$ cat src/rtl/shift_seq_pkg.sv
// Shared types and sizing helpers for the shift register sequencer.
package shift_seq_pkg;

  typedef enum logic [1:0] {
    IDLE  = 2'd0,
    SHIFT = 2'd1,
    DONE  = 2'd2
  } state_t;

  // Counter width must hold both WIDTH-1 and DIV-1.
  function automatic int cnt_width(input int width, input int div);
    int m;
    m = (width > div) ? width : div;
    return (m < 2) ? 1 : $clog2(m);
  endfunction

endpackage

$ cat src/rtl/shift_seq_dp.sv
// Parallel-load, zero-fill left shift register with async active-low clear.
module shift_seq_dp #(
  parameter int WIDTH = 4
) (
  input  logic             c,
  input  logic             rst_n,
  input  logic             clr,
  input  logic             load,
  input  logic             shift,
  input  logic [WIDTH-1:0] d,
  output logic [WIDTH-1:0] q
);

  always_ff @(posedge c or negedge rst_n) begin
    if (!rst_n) begin
      q <= '0;
    end else if (clr) begin
      q <= '0;
    end else if (load) begin
      q <= d;
    end else if (shift) begin
      q <= {q[WIDTH-2:0], 1'b0};
    end
  end

endmodule

$ cat src/rtl/shift_seq_ctrl.sv
// Sequencer: accepts a word over valid/ready, then serialises it MSB-first,
// one bit every DIV clocks, with load/shift strobes and busy/done status.
module shift_seq_ctrl
  import shift_seq_pkg::*;
#(
  parameter int WIDTH = 4,
  parameter int DIV   = 1
) (
  input  logic             c,
  input  logic             rst_n,
  input  logic             in_valid,
  input  logic [WIDTH-1:0] in_data,
  output logic             in_ready,
  input  logic             abort,
  output logic             ser_out,
  output logic             load,
  output logic             shift_en,
  output logic             busy,
  output logic             done,
  output state_t           dbg_state
);

  localparam int CW = cnt_width(WIDTH, DIV);
  localparam logic [CW-1:0] BIT_LAST = CW'(WIDTH - 1);
  localparam logic [CW-1:0] DIV_LAST = CW'(DIV - 1);

  state_t           state;
  logic [CW-1:0]    bit_cnt;
  logic [CW-1:0]    div_cnt;
  logic             rdy_q;
  logic [WIDTH-1:0] shreg;
  logic             clr;
  logic             unused_low_bits;

  // Handshake: a word transfers on any edge where in_valid and in_ready are
  // both high; the producer holds in_data stable until that edge, and abort
  // withdraws in_ready in the same cycle.
  assign in_ready  = rdy_q & ~abort;
  assign load      = in_valid & in_ready;
  assign shift_en  = (state == SHIFT) && (div_cnt == '0) && (bit_cnt != '0) && !abort;
  assign clr       = abort && (state != IDLE);
  assign ser_out   = (state == SHIFT) & shreg[WIDTH-1];
  assign busy      = (state != IDLE);
  assign done      = (state == DONE);
  assign dbg_state = state;

  // Only the MSB leaves the datapath; the rest shifts up inside it.
  assign unused_low_bits = ^shreg[WIDTH-2:0];

  shift_seq_dp #(.WIDTH(WIDTH)) u_dp (
    .c     (c),
    .rst_n (rst_n),
    .clr   (clr),
    .load  (load),
    .shift (shift_en),
    .d     (in_data),
    .q     (shreg)
  );

  always_ff @(posedge c or negedge rst_n) begin
    if (!rst_n) begin
      state   <= IDLE;
      bit_cnt <= '0;
      div_cnt <= '0;
      rdy_q   <= 1'b0;
    end else begin
      case (state)
        IDLE: begin
          if (load) begin
            state   <= SHIFT;
            bit_cnt <= BIT_LAST;
            div_cnt <= DIV_LAST;
            rdy_q   <= 1'b0;
          end else begin
            rdy_q <= 1'b1;
          end
        end
        SHIFT: begin
          if (abort) begin
            state <= IDLE;
            rdy_q <= 1'b1;
          end else if (div_cnt != '0) begin
            div_cnt <= div_cnt - CW'(1);
          end else if (bit_cnt != '0) begin
            bit_cnt <= bit_cnt - CW'(1);
            div_cnt <= DIV_LAST;
          end else begin
            state <= DONE;
          end
        end
        DONE: begin
          state <= IDLE;
          rdy_q <= 1'b1;
        end
        default: begin
          state <= IDLE;
          rdy_q <= 1'b1;
        end
      endcase
    end
  end

endmodule

$ cat config.mk
export PLATFORM = sky130hd
export DESIGN_NAME = shift_seq_ctrl
export DESIGN_NICKNAME = d
export VERILOG_FILES = /design/src/rtl/shift_seq_pkg.sv /design/src/rtl/shift_seq_dp.sv /design/src/rtl/shift_seq_ctrl.sv
export SDC_FILE = /design/constraint.sdc
export NUM_CORES = 1
export LEC_CHECK = 0
export CORE_MARGIN = 2
export CORE_UTILIZATION = 30
export CTS_CLUSTER_DIAMETER = 30
export DETAILED_ROUTE_END_ITERATION = 7
export HOLD_SLACK_MARGIN = 0.15
export SLEW_MARGIN = 20
export SYNTH_ARGS = -nofsm -noshare
export SYNTH_HDL_FRONTEND = slang
export SYNTH_HIERARCHICAL = 1
export SYNTH_SLANG_ARGS = --single-unit
$ cat constraint.sdc
create_clock -name c -period 2.1 [get_ports c]
set_input_delay 0.315 -clock c [delete_from_list [all_inputs] [get_ports c]]
set_output_delay 0.315 -clock c [all_outputs]
set_load 0.05 [all_outputs]
==> impl_metrics.prom, run 1 <==
# TYPE chip_impl_metric gauge
chip_impl_metric{name="dieArea",unit="sq um"} 2200
chip_impl_metric{name="layout_worst_path_cycle_share",unit="%"} 95.2
chip_impl_metric{name="setup_viol",unit=""} 0
chip_impl_metric{name="die_width",unit="um"} 46.9
chip_impl_metric{name="ys.warnings.count",unit=""} 6
chip_impl_metric{name="grt_first_pass_wirelength",unit="um"} 1760
chip_impl_metric{name="max_freq",unit="MHz"} 500
chip_impl_info{name="crit_path_top_delay_cell",value="sky130_fd_sc_hd__or3_4"} 1
chip_impl_metric{name="tot_gr_track_use",unit="%"} 11.5
chip_impl_metric{name="irDropWorstVdd",unit="V"} 0.000401
chip_impl_metric{name="cts_hold_buffers",unit=""} 0
chip_impl_metric{name="floorplan.rows",unit=""} 15
chip_impl_metric{name="antenna_violations_before_repair",unit=""} 0
chip_impl_metric{name="num_io_pins",unit=""} 16
chip_impl_metric{name="leakage_power",unit="nW"} 0.354
chip_impl_metric{name="clkSlewWorstSetupHoldPaths",unit="ps"} 80
chip_impl_metric{name="coreArea",unit="sq um"} 1730
chip_impl_metric{name="timing.critical_path.buf_inv",unit=""} 3
chip_impl_info{name="end_kind",value="output pin"} 1
chip_impl_metric{name="vertical_extent_of_the_die",unit="um"} 46.9
chip_impl_metric{name="detailedRoute.firstIterationViolations",unit=""} 5
chip_impl_info{name="hold_path_class",value="input port to asynchronous set/reset pin"} 1
chip_impl_info{name="root_buffer",value="sky130_fd_sc_hd__clkbuf_4"} 1
chip_impl_metric{name="clk-insertion-delay-late",unit="ps"} 260
chip_impl_info{name="worst-setup-path-type",value="register to output pin"} 1
chip_impl_metric{name="grt_overflow_total",unit=""} 0
chip_impl_metric{name="final_hold_viol_count",unit=""} 0
chip_impl_metric{name="count_of_tritonroute_iterations_in_the_first_routing_pass",unit=""} 2
chip_impl_metric{name="timing_worst_slew_pin_value",unit="ps"} 518
chip_impl_metric{name="antenna_cells_inserted",unit=""} 0
chip_impl_metric{name="netlist_instances",unit=""} 53
chip_impl_info{name="synth_top_cell_by_area",value="sky130_fd_sc_hd__dfrtp_1"} 1
chip_impl_metric{name="instance_area_after_placement",unit="sq um"} 791
chip_impl_info{name="cts_tree",value="built"} 1
chip_impl_metric{name="post-synth-top-area-fraction",unit="%"} 49.8
chip_impl_metric{name="h-tree-depth",unit=""} 1
chip_impl_metric{name="antenna_left",unit=""} 0
chip_impl_info{name="rsz_0062_raised_after_global_routing",value="no"} 1
chip_impl_metric{name="worstPathArrival",unit="ps"} 1680
chip_impl_metric{name="ys_seq_area_share",unit="%"} 49.8
chip_impl_metric{name="min_cycle_time_layout",unit="ps"} 2000
chip_impl_metric{name="synth.cell_area",unit="sq um"} 553
chip_impl_metric{name="grt_start_max_net_pins",unit=""} 12
chip_impl_info{name="outcome",value="finished clean"} 1
chip_impl_metric{name="power-per-cell-area",unit="nW/um^2"} 742
chip_impl_metric{name="placement.setup.worst_slack",unit="ps"} 144
chip_impl_info{name="critPathLaunchType",value="register"} 1
chip_impl_metric{name="floorplan.initialDensity",unit="%"} 32.0
chip_impl_metric{name="place.gp.congestion",unit=""} 0.779
chip_impl_metric{name="layout.cell_area.non_filler",unit="sq um"} 821
chip_impl_metric{name="tritoncts.num_buffers",unit=""} 3
chip_impl_metric{name="clock_skew",unit="ps"} 2.30
chip_impl_metric{name="synthesized_net_count",unit=""} 62
chip_impl_metric{name="route.detailed.drc",unit=""} 0
chip_impl_metric{name="max_cap_viol_count",unit=""} 0
chip_impl_metric{name="post_synth_num_cell_types",unit=""} 23
chip_impl_metric{name="first_global_vias",unit=""} 426
chip_impl_info{name="top_cells_by_area_in_the_synthesized_netlist",value="sky130_fd_sc_hd__dfrtp_1 50%, sky130_fd_sc_hd__mux2i_1 7.2%, sky130_fd_sc_hd__nor2b_1 6.8%"} 1
chip_impl_metric{name="fillerInstances",unit=""} 179
chip_impl_metric{name="totalNegativeSetupSlack",unit="ps"} 0
chip_impl_metric{name="synth-seq-cells",unit=""} 11
chip_impl_metric{name="avgSynthCellArea",unit="sq um"} 10.4
chip_impl_metric{name="cp_max_fo",unit=""} 7
chip_impl_metric{name="detail_route.vias_per_cell",unit=""} 4.81
chip_impl_metric{name="cp_peak_stage_delay",unit="ps"} 350
chip_impl_metric{name="worstPathRequired",unit="ps"} 1780
chip_impl_metric{name="layout-area-overhead-vs-synth",unit="%"} 48.4
chip_impl_metric{name="drive_above_1_share",unit="%"} 20.5
chip_impl_metric{name="power.total",unit="W"} 0.000609
chip_impl_metric{name="number_of_buffers_between_clock_root_and_the_deepest_sink",unit=""} 2
chip_impl_metric{name="detailroute.via_count",unit=""} 471
chip_impl_info{name="worst_path_dominant_cell_family",value="simple AND/OR/NAND/NOR gates"} 1
chip_impl_metric{name="place.detailed.hpwl",unit="um"} 922
chip_impl_metric{name="clock_sinks",unit=""} 11
chip_impl_metric{name="avgRoutedWirePerCell",unit="um"} 11.8
chip_impl_metric{name="max_slew_margin",unit="%"} 65.4
chip_impl_metric{name="wirelength",unit="um"} 1160
chip_impl_metric{name="fin_ws",unit="ps"} 102
chip_impl_metric{name="portBuffers",unit=""} 15
chip_impl_info{name="crit_chain",value="inv_1, ha_1, or3_4, nor4_4, buf_6, buf_12"} 1
chip_impl_metric{name="timing_max_transition_violations_final",unit=""} 0
chip_impl_metric{name="fin_nets",unit=""} 83
## logic make-up (layout without fill, tap and decap cells)
kind of cell             after synthesis  count (layout)  synth area share [%]
AND/OR/NAND/NOR                       22              22                  23.3
multiplexers                           4               4                  7.24
adder cells (fa/ha/maj)                1               1                  2.26
AO/OA/AOI/OAI                         11              11                  14.7
buffers and inverters                  4              24                  2.71
flip-flops                            11              11                  49.8
## flip-flops by register name, summed over array words and instances (netlist names)
signal     cells
u_dp/q         4
dbg_state      2
div_cnt        2
rdy_q          1
bit_cnt        2
## worst paths after layout
check | startpoint | end | slack, ps | cells past startpoint
max in group asynchronous | rst_n | dbg_state[0]$_DFFE_PN0P_ | 1340 | 1
max reg2reg | bit_cnt[0]$_DFFE_PN0P_ | u_dp/q[1]$_DFFE_PN0P_ | 430 | 7
min in group c | bit_cnt[0]$_DFFE_PN0P_ | bit_cnt[0]$_DFFE_PN0P_ | 530 | 2
min reg2reg | bit_cnt[0]$_DFFE_PN0P_ | bit_cnt[0]$_DFFE_PN0P_ | 530 | 2
min | rst_n | div_cnt[1]$_DFFE_PN0P_ | 390 | 1
max | bit_cnt[0]$_DFFE_PN0P_ | shift_en | 100 | 6
## Yosys cell counts
master	instances
sky130_fd_sc_hd__o21ai_0	1
sky130_fd_sc_hd__a21oi_1	2
sky130_fd_sc_hd__a32o_1	1
sky130_fd_sc_hd__a2111o_1	1
sky130_fd_sc_hd__nand2_1	2
sky130_fd_sc_hd__or3b_1	1
sky130_fd_sc_hd__and4_1	1
sky130_fd_sc_hd__a22oi_1	1
sky130_fd_sc_hd__or2_2	1
sky130_fd_sc_hd__and2_1	3
sky130_fd_sc_hd__ha_1	1
sky130_fd_sc_hd__nor2_1	4
sky130_fd_sc_hd__a31oi_1	1
sky130_fd_sc_hd__a211oi_1	3
sky130_fd_sc_hd__inv_1	4
sky130_fd_sc_hd__or3_1	1
sky130_fd_sc_hd__nor2b_1	6
sky130_fd_sc_hd__nand2b_1	1
sky130_fd_sc_hd__a2111oi_0	1
sky130_fd_sc_hd__dfrtp_1	11
sky130_fd_sc_hd__nor4_1	1
sky130_fd_sc_hd__nand3b_1	1
sky130_fd_sc_hd__mux2i_1	4
## area by class of cell
type / count / area (sq um) / area share [%]
clock buffers: 3 / 22.5 / 2.74
clock inverters: 1 / 5.00 / 0.610
inverters: 4 / 15.0 / 1.83
multi-input cells: 38 / 285 / 34.8
flip-flops and latches: 11 / 277 / 33.7
well taps: 25 / 31.3 / 3.81
repair buffers: 16 / 185 / 22.6
## cells in the final DEF, fill, tap and decap left out
master and n:
sky130_fd_sc_hd__a32o_1 1, sky130_fd_sc_hd__dfrtp_2 1, sky130_fd_sc_hd__clkdlybuf4s50_1 9, sky130_fd_sc_hd__or2_2 1
sky130_fd_sc_hd__nand2_1 2, sky130_fd_sc_hd__nor2b_2 1, sky130_fd_sc_hd__buf_4 2, sky130_fd_sc_hd__a2111oi_0 1
sky130_fd_sc_hd__clkinv_2 1, sky130_fd_sc_hd__nand3b_1 1, sky130_fd_sc_hd__or3b_1 1, sky130_fd_sc_hd__dfrtp_1 10
sky130_fd_sc_hd__a2111o_1 1, sky130_fd_sc_hd__inv_1 4, sky130_fd_sc_hd__a211oi_1 3, sky130_fd_sc_hd__ha_1 1
sky130_fd_sc_hd__nor4_4 1, sky130_fd_sc_hd__o21ai_0 1, sky130_fd_sc_hd__nand2b_1 1, sky130_fd_sc_hd__and2_1 3
sky130_fd_sc_hd__and4_1 1, sky130_fd_sc_hd__dlygate4sd2_1 1, sky130_fd_sc_hd__mux2i_1 4, sky130_fd_sc_hd__a22oi_1 1
sky130_fd_sc_hd__or3_4 1, sky130_fd_sc_hd__clkbuf_4 3, sky130_fd_sc_hd__nor2b_1 5, sky130_fd_sc_hd__a31oi_1 1
sky130_fd_sc_hd__nor2_1 4, sky130_fd_sc_hd__a21oi_1 2, sky130_fd_sc_hd__buf_6 1, sky130_fd_sc_hd__buf_12 3
## per-layer routing
| metal | GRT usage [%] | wire length, um | part of all wire, % | vias to the layer above |
|---|---|---|---|---|
| li1 | - | - | - | 235 |
| met1 | 15.8 | 555 | 48 | 224 |
| met2 | 16.4 | 538 | 46 | 12 |
| met3 | 3.85 | 65 | 5.6 | 0 |
| met4 | 5.00 | 0 | 0 | 0 |
| met5 | 0 | 0 | 0 | - |
## stage by stage
step	hold slack (ps)	utilization, %	cells
2_1_floorplan	19.4	-	53
3_3_place_gp	516	45.8	94
3_5_place_dp	523	45.8	94
4_1_cts	406	47.3	98
5_1_grt	424	47.5	98
6_report	390	47.5	98
## power breakdown
part           internal [W]  total [W]  switching, W  leakage (nW)
Clock             0.0000703   0.000144     0.0000737        0.0177
Sequential         0.000245   0.000264     0.0000191         0.133
Combinational     0.0000912   0.000201      0.000110         0.203
Total              0.000406   0.000609      0.000203         0.354
## repair_timing
item	4_1_cts	5_1_grt
endpoints found under the setup margin	1	1
buffers inserted	0	0
hold endpoints to repair	0	0
gates resized for setup	1	1
Note: power is estimated with default switching activity, not from simulation.
==> run 2, diff against run 1 <==
- CORE_MARGIN: 2 -> 3
==> run 2 against run 1 <==
- die area increased by 8.7%
- cell area increased by 1.5%
- clock skew increased by 0.89 ps
- largest power group unchanged
==> impl_metrics.prom, run 2 (synthesis gave the netlist of run 1 again) <==
# TYPE chip_impl_metric gauge
chip_impl_metric{name="cp_peak_stage_delay",unit="ps"} 710
chip_impl_metric{name="dieArea",unit="sq um"} 2390
chip_impl_info{name="regMostFlops",value="u_dp/q"} 1
chip_impl_metric{name="worstPathArrival",unit="ps"} 1740
chip_impl_metric{name="clkSlewWorstSetupHoldPaths",unit="ps"} 80
chip_impl_metric{name="h-tree-depth",unit=""} 1
chip_impl_info{name="worst-setup-path-type",value="register to output pin"} 1
chip_impl_info{name="worst_path_dominant_cell_family",value="buffers and inverters"} 1
chip_impl_metric{name="grt_overflow_total",unit=""} 0
chip_impl_info{name="final_cell_mix",value="10 x sky130_fd_sc_hd__dfrtp_1, 10 x sky130_fd_sc_hd__clkdlybuf4s50_1, 5 x sky130_fd_sc_hd__nor2b_1, 5 x sky130_fd_sc_hd__buf_4"} 1
chip_impl_metric{name="grt_first_pass_wirelength",unit="um"} 1930
chip_impl_metric{name="cts_hold_buffers",unit=""} 0
chip_impl_metric{name="clock_sinks",unit=""} 11
chip_impl_info{name="critPathLaunchType",value="register"} 1
chip_impl_info{name="crit_chain",value="or2_2, clkdlybuf4s50_1"} 1
chip_impl_metric{name="sequentialPowerShare",unit="%"} 42.6
chip_impl_metric{name="place.gp.congestion",unit=""} 0.862
chip_impl_metric{name="count_of_tritonroute_iterations_in_the_first_routing_pass",unit=""} 4
chip_impl_metric{name="place.detailed.hpwl",unit="um"} 954
chip_impl_metric{name="floorplan.initialDensity",unit="%"} 34.3
chip_impl_metric{name="layout_worst_path_cycle_share",unit="%"} 97.7
chip_impl_info{name="crit_path_top_delay_cell",value="sky130_fd_sc_hd__clkdlybuf4s50_1"} 1
chip_impl_metric{name="worstPathRequired",unit="ps"} 1780
chip_impl_info{name="hold_path_class",value="input port to asynchronous set/reset pin"} 1
chip_impl_metric{name="vertical_extent_of_the_die",unit="um"} 48.9
chip_impl_info{name="root_buffer",value="sky130_fd_sc_hd__clkbuf_4"} 1
chip_impl_info{name="cts_tree",value="built"} 1
chip_impl_metric{name="met2_routed_wl",unit="um"} 542
chip_impl_metric{name="first_global_vias",unit=""} 456
chip_impl_metric{name="num_io_pins",unit=""} 16
chip_impl_metric{name="tot_gr_track_use",unit="%"} 10.3
chip_impl_metric{name="leakage_power",unit="nW"} 0.355
chip_impl_info{name="end_kind",value="output pin"} 1
chip_impl_metric{name="fin_nets",unit=""} 85
chip_impl_metric{name="floorplan.rows",unit=""} 14
chip_impl_metric{name="route.detailed.drc",unit=""} 0
chip_impl_metric{name="max_cap_viol_count",unit=""} 0
chip_impl_info{name="rsz_0062_raised_after_global_routing",value="no"} 1
chip_impl_metric{name="tritoncts.num_buffers",unit=""} 3
chip_impl_metric{name="irDropWorstVdd",unit="V"} 0.000475
chip_impl_metric{name="clock_skew",unit="ps"} 3.19
chip_impl_metric{name="power-per-cell-area",unit="nW/um^2"} 738
chip_impl_metric{name="largest_reg_flops",unit=""} 4
chip_impl_metric{name="fin_ws",unit="ps"} 47.5
chip_impl_metric{name="antenna_cells_inserted",unit=""} 0
chip_impl_metric{name="cp_max_fo",unit=""} 9
chip_impl_metric{name="portBuffers",unit=""} 15
chip_impl_metric{name="wirelength",unit="um"} 1200
chip_impl_metric{name="antenna_left",unit=""} 0
chip_impl_metric{name="power.switching",unit="W"} 0.000202
chip_impl_metric{name="internal_power",unit="W"} 0.000414
chip_impl_metric{name="final_hold_viol_count",unit=""} 0
chip_impl_metric{name="number_of_buffers_between_clock_root_and_the_deepest_sink",unit=""} 2
chip_impl_metric{name="die_width",unit="um"} 48.9
chip_impl_metric{name="avgRoutedWirePerCell",unit="um"} 12.1
chip_impl_metric{name="wirelength_met1",unit="um"} 576
chip_impl_metric{name="detailroute.via_count",unit=""} 474
chip_impl_metric{name="placement.setup.worst_slack",unit="ps"} 222
chip_impl_metric{name="timing_worst_slew_pin_value",unit="ps"} 510
chip_impl_metric{name="max_freq",unit="MHz"} 487
chip_impl_metric{name="pwr-share-clk",unit="%"} 23.5
chip_impl_metric{name="layout-area-overhead-vs-synth",unit="%"} 50.7
chip_impl_metric{name="drive_above_1_share",unit="%"} 22.7
chip_impl_info{name="outcome",value="finished clean"} 1
chip_impl_info{name="dr.max_layer_used",value="met3"} 1
chip_impl_metric{name="grt_start_max_net_pins",unit=""} 12
chip_impl_metric{name="p_sw_share",unit="%"} 32.8
chip_impl_metric{name="detail_route.vias_per_cell",unit=""} 4.79
chip_impl_metric{name="clk-insertion-delay-late",unit="ps"} 260
chip_impl_metric{name="setup_viol",unit=""} 0
chip_impl_metric{name="fillerInstances",unit=""} 156
chip_impl_metric{name="coreArea",unit="sq um"} 1610
chip_impl_metric{name="wl_met3",unit="um"} 82
chip_impl_metric{name="max_slew_margin",unit="%"} 65.9
chip_impl_metric{name="share_comb_of_total_power",unit="%"} 33.8
chip_impl_metric{name="detailedRoute.firstIterationViolations",unit=""} 2
chip_impl_metric{name="antenna_violations_before_repair",unit=""} 0
chip_impl_metric{name="min_cycle_time_layout",unit="ps"} 2050
chip_impl_metric{name="totalNegativeSetupSlack",unit="ps"} 0
chip_impl_metric{name="timing_max_transition_violations_final",unit=""} 0
chip_impl_metric{name="timing.critical_path.buf_inv",unit=""} 1
==> run 2: cell type report <==
class | count | area [sq um] | share of cell area [%]
well taps | 24 | 30.0 | 3.60
multi-input cells | 38 | 288 | 34.5
clock buffers | 4 | 26.3 | 3.15
flip-flops and latches | 11 | 277 | 33.2
repair buffers | 18 | 198 | 23.7
inverters | 4 | 15.0 | 1.80
==> run 2: path summary, 6_finish.rpt <==
path                                          start                        to  slack (ps)  depth (start not counted)
setup reg to reg             bit_cnt[0]$_DFFE_PN0P_     u_dp/q[1]$_DFFE_PN0P_         260                          7
setup / recovery           dbg_state[0]$_DFFE_PN0P_                      busy          50                          2
hold / removal                                rst_n    bit_cnt[0]$_DFFE_PN0P_         390                          1
hold reg to reg              bit_cnt[0]$_DFFE_PN0P_    bit_cnt[0]$_DFFE_PN0P_         540                          2
min in group c               bit_cnt[0]$_DFFE_PN0P_    bit_cnt[0]$_DFFE_PN0P_         540                          2
max in group asynchronous                     rst_n  dbg_state[0]$_DFFE_PN0P_        1340                          1
==> run 2: stage by stage <==
stage / power, W / cells / area [sq um] / hold WS [ps] / utilization [%]
after detailed placement: 0.000476 / 95 / 805 / 530 / 49.9
after CTS: 0.000621 / 99 / 831 / 408 / 51.6
after floorplan: 0.000396 / 53 / 577 / 19.4 / -
after global routing: 0.000652 / 99 / 833 / 435 / 51.7
final: 0.000615 / 99 / 833 / 389 / 51.7
after global placement: 0.000474 / 95 / 805 / 525 / 49.9
==> run 2: metal layers <==
metal / GRT usage [%] / vias up
met4: 1.42 / 0
met3: 4.28 / 0
met2: 16.7 / 14
li1: - / 237
met1: 13.1 / 223
met5: 0 / -
==> run 2: what timing repair did <==
action,in CTS,in global routing
endpoints found under the setup margin,0,1
setup buffers,0,0
resized for setup,0,1
==> run 2: power by group through the flow <==
| stage | sequential (W) | clock, W | combinational [W] |
|---|---|---|---|
| 3_5_place_dp | 0.000267 | 0 | 0.000209 |
| 3_3_place_gp | 0.000266 | 0 | 0.000208 |
| 2_1_floorplan | 0.000271 | 0 | 0.000124 |
| 6_report | 0.000262 | 0.000145 | 0.000208 |
| 4_1_cts | 0.000263 | 0.000148 | 0.000210 |
| 5_1_grt | 0.000266 | 0.000162 | 0.000224 |
==> RTL change (settings of run 1) <==
`WIDTH` is set to 4 in 2 places; all go to 3.
--- a/src/rtl/shift_seq_dp.sv
+++ b/src/rtl/shift_seq_dp.sv
@@ -2,3 +2,3 @@
 module shift_seq_dp #(
-  parameter int WIDTH = 4
+  parameter int WIDTH = 3
 ) (
--- a/src/rtl/shift_seq_ctrl.sv
+++ b/src/rtl/shift_seq_ctrl.sv
@@ -5,3 +5,3 @@
 #(
-  parameter int WIDTH = 4,
+  parameter int WIDTH = 3,
   parameter int DIV   = 1
Interface: changed (resized in_data); port bits go from 16 to 15. No check against the original RTL was run, so the function may have changed too.
==> RTL change against run 1 <==
- register-to-register slack got worse by 0.16 ns
- utilization up 1.3 points
- area after synthesis shrank 1.4%
- first-iteration DRC count increased by 20%
- clock power up 21%
- worst hold slack got worse by 0.033 ns
- worst setup slack better by 0.031 ns
- global-route usage grew 1.8 points
- routed wire length is 7.0% higher
- sequential cell count fell by 1
- design area grew 2.7%
- total power up 38%
- largest power group is now combinational logic
==> RTL change: results (changes against run 1) <==
Setup WS pre-CTS 0.176 ns (was 0.144 ns); Ys Warns 6 (unchanged); status complete, no violations (unchanged); area share of the largest cell type after synthesis 0.459 (was 0.498); comb pwr 0.402 mW (was 0.201 mW); # fillers 177 (was 179); final critical-path required period 1.97 ns (was 2.00 ns); Yosys cell types 27 (was 23); sequential group share of total power 0.313 (was 0.434); max reg flops 3 (was 4); slowest stage delay, CP 0.38 ns (was 0.35 ns); layout cells sized above 1 0.360 (was 0.205); wire per inst 12.4 µm (was 11.8 µm); R2R setup slack 0.27 ns (was 0.43 ns); slowest CP cell or3_4 (unchanged); GRT Total Usage 0.133 (was 0.115); DP HPWL 893 µm (was 922 µm); Worst slew margin 0.671 (was 0.654); Via density 4.73 (was 4.81); top cells by count, synth 10 x dfrtp_1, 4 x nor2_1, 3 x and2_1, 3 x inv_1, 3 x nor2b_1 (was 11 x dfrtp_1, 6 x nor2b_1, 4 x inv_1, 4 x mux2i_1, 4 x nor2_1); number of diodes 0 (unchanged); global-route wire length before repair 1930 µm (was 1760 µm); leak pwr 0.356 nW (was 0.354 nW); Post-Synthesis Net Count 58 (was 62); First-pass DRT Iterations 4 (was 2); vias in the first global route 444 (was 426); clk_skew 0.00480 ns (was 0.00230 ns); # port buffers 14 (was 15); Num CTS Buffers 3 (unchanged); Sw Share 0.366 (was 0.333); GP Congestion 0.707 (was 0.779); Worst Path Arrival 1.65 ns (was 1.68 ns); top cells by area, synth dfrtp_1 46%, a2111oi_4 5.0%, mux2i_1 3.7% (was dfrtp_1 50%, mux2i_1 7.2%, nor2b_1 6.8%); Nets 84 (was 83); H-tree Lvls 1 (unchanged); clk buf depth 2 (unchanged); DR iter-0 viols 6 (was 5); Logic pwr share 0.480 (was 0.330); worst vdd ir 555 µV (was 401 µV); Seq/Total Area, Yosys 0.459 (was 0.498); largest net degree at the start of global routing 11 (was 12); critical path peak fanout 2 (was 7); Reg2Reg Launch Point bit_cnt[1] (was bit_cnt[0])
## RTL change: cell types whose count changed after synthesis, sizes merged
cell,delta
a2111oi,+1
o22ai,+1
a2bb2oi,+1
nor2b,-1
nand3,+1
a22oi,-1
dfrtp,-1
a2111o,-1
mux2i,-2
a211oi,-1
## RTL change: final timing paths
check / end / depth (start not counted)
max: shift_en / 5
min: dbg_state[1] / 1
max reg2reg: u_dp/q[1] / 7
min reg2reg: rdy_q / 2
max in group asynchronous: dbg_state[0] / 1
min in group c: rdy_q / 2
## RTL change: cells by family (layout without fill, tap and decap cells)
family	Yosys count	after routing	synth area share
flops	10	10	0.459
mux	2	2	0.0367
compound gates	11	11	0.190
buf+inv	4	29	0.0275
fa+ha+maj	1	1	0.0229
simple gates	22	22	0.264
## RTL change: layer usage
layer  vias to the layer above  global-route usage  share of wire
li1                        233                   -              -
met1                       222               0.186           0.50
met2                        16               0.186           0.43
met3                         2              0.0235          0.052
met4                         0              0.0833          0.015
met5                         -                   0              0
## RTL change: timing repair
item / 4_1_cts / 5_1_grt
cloned: 0 / 0
setup endpoints to repair: 1 / 2
pin swaps: 3 / 1
setup buffers: 4 / 0
gates resized for setup: 1 / 0
## RTL change: per-stage QoR
step	instances	hold WS (ns)	TNS, ns	util	instance area (µm²)
4_1_cts	100	0.371	-0.0247	0.488	843
5_1_grt	100	0.386	0	0.488	843
2_1_floorplan	50	0.0194	0	-	558
3_5_place_dp	92	0.521	0	0.449	774
6_report	100	0.357	0	0.488	843
3_3_place_gp	92	0.509	0	0.449	774
## RTL change: layout make-up
class,instances,area share
clock buffers,4,0.0430
inverters,4,0.0178
multi-input cells,36,0.349
flip-flops and latches,10,0.298
well taps,25,0.0371
repair buffers,21,0.255
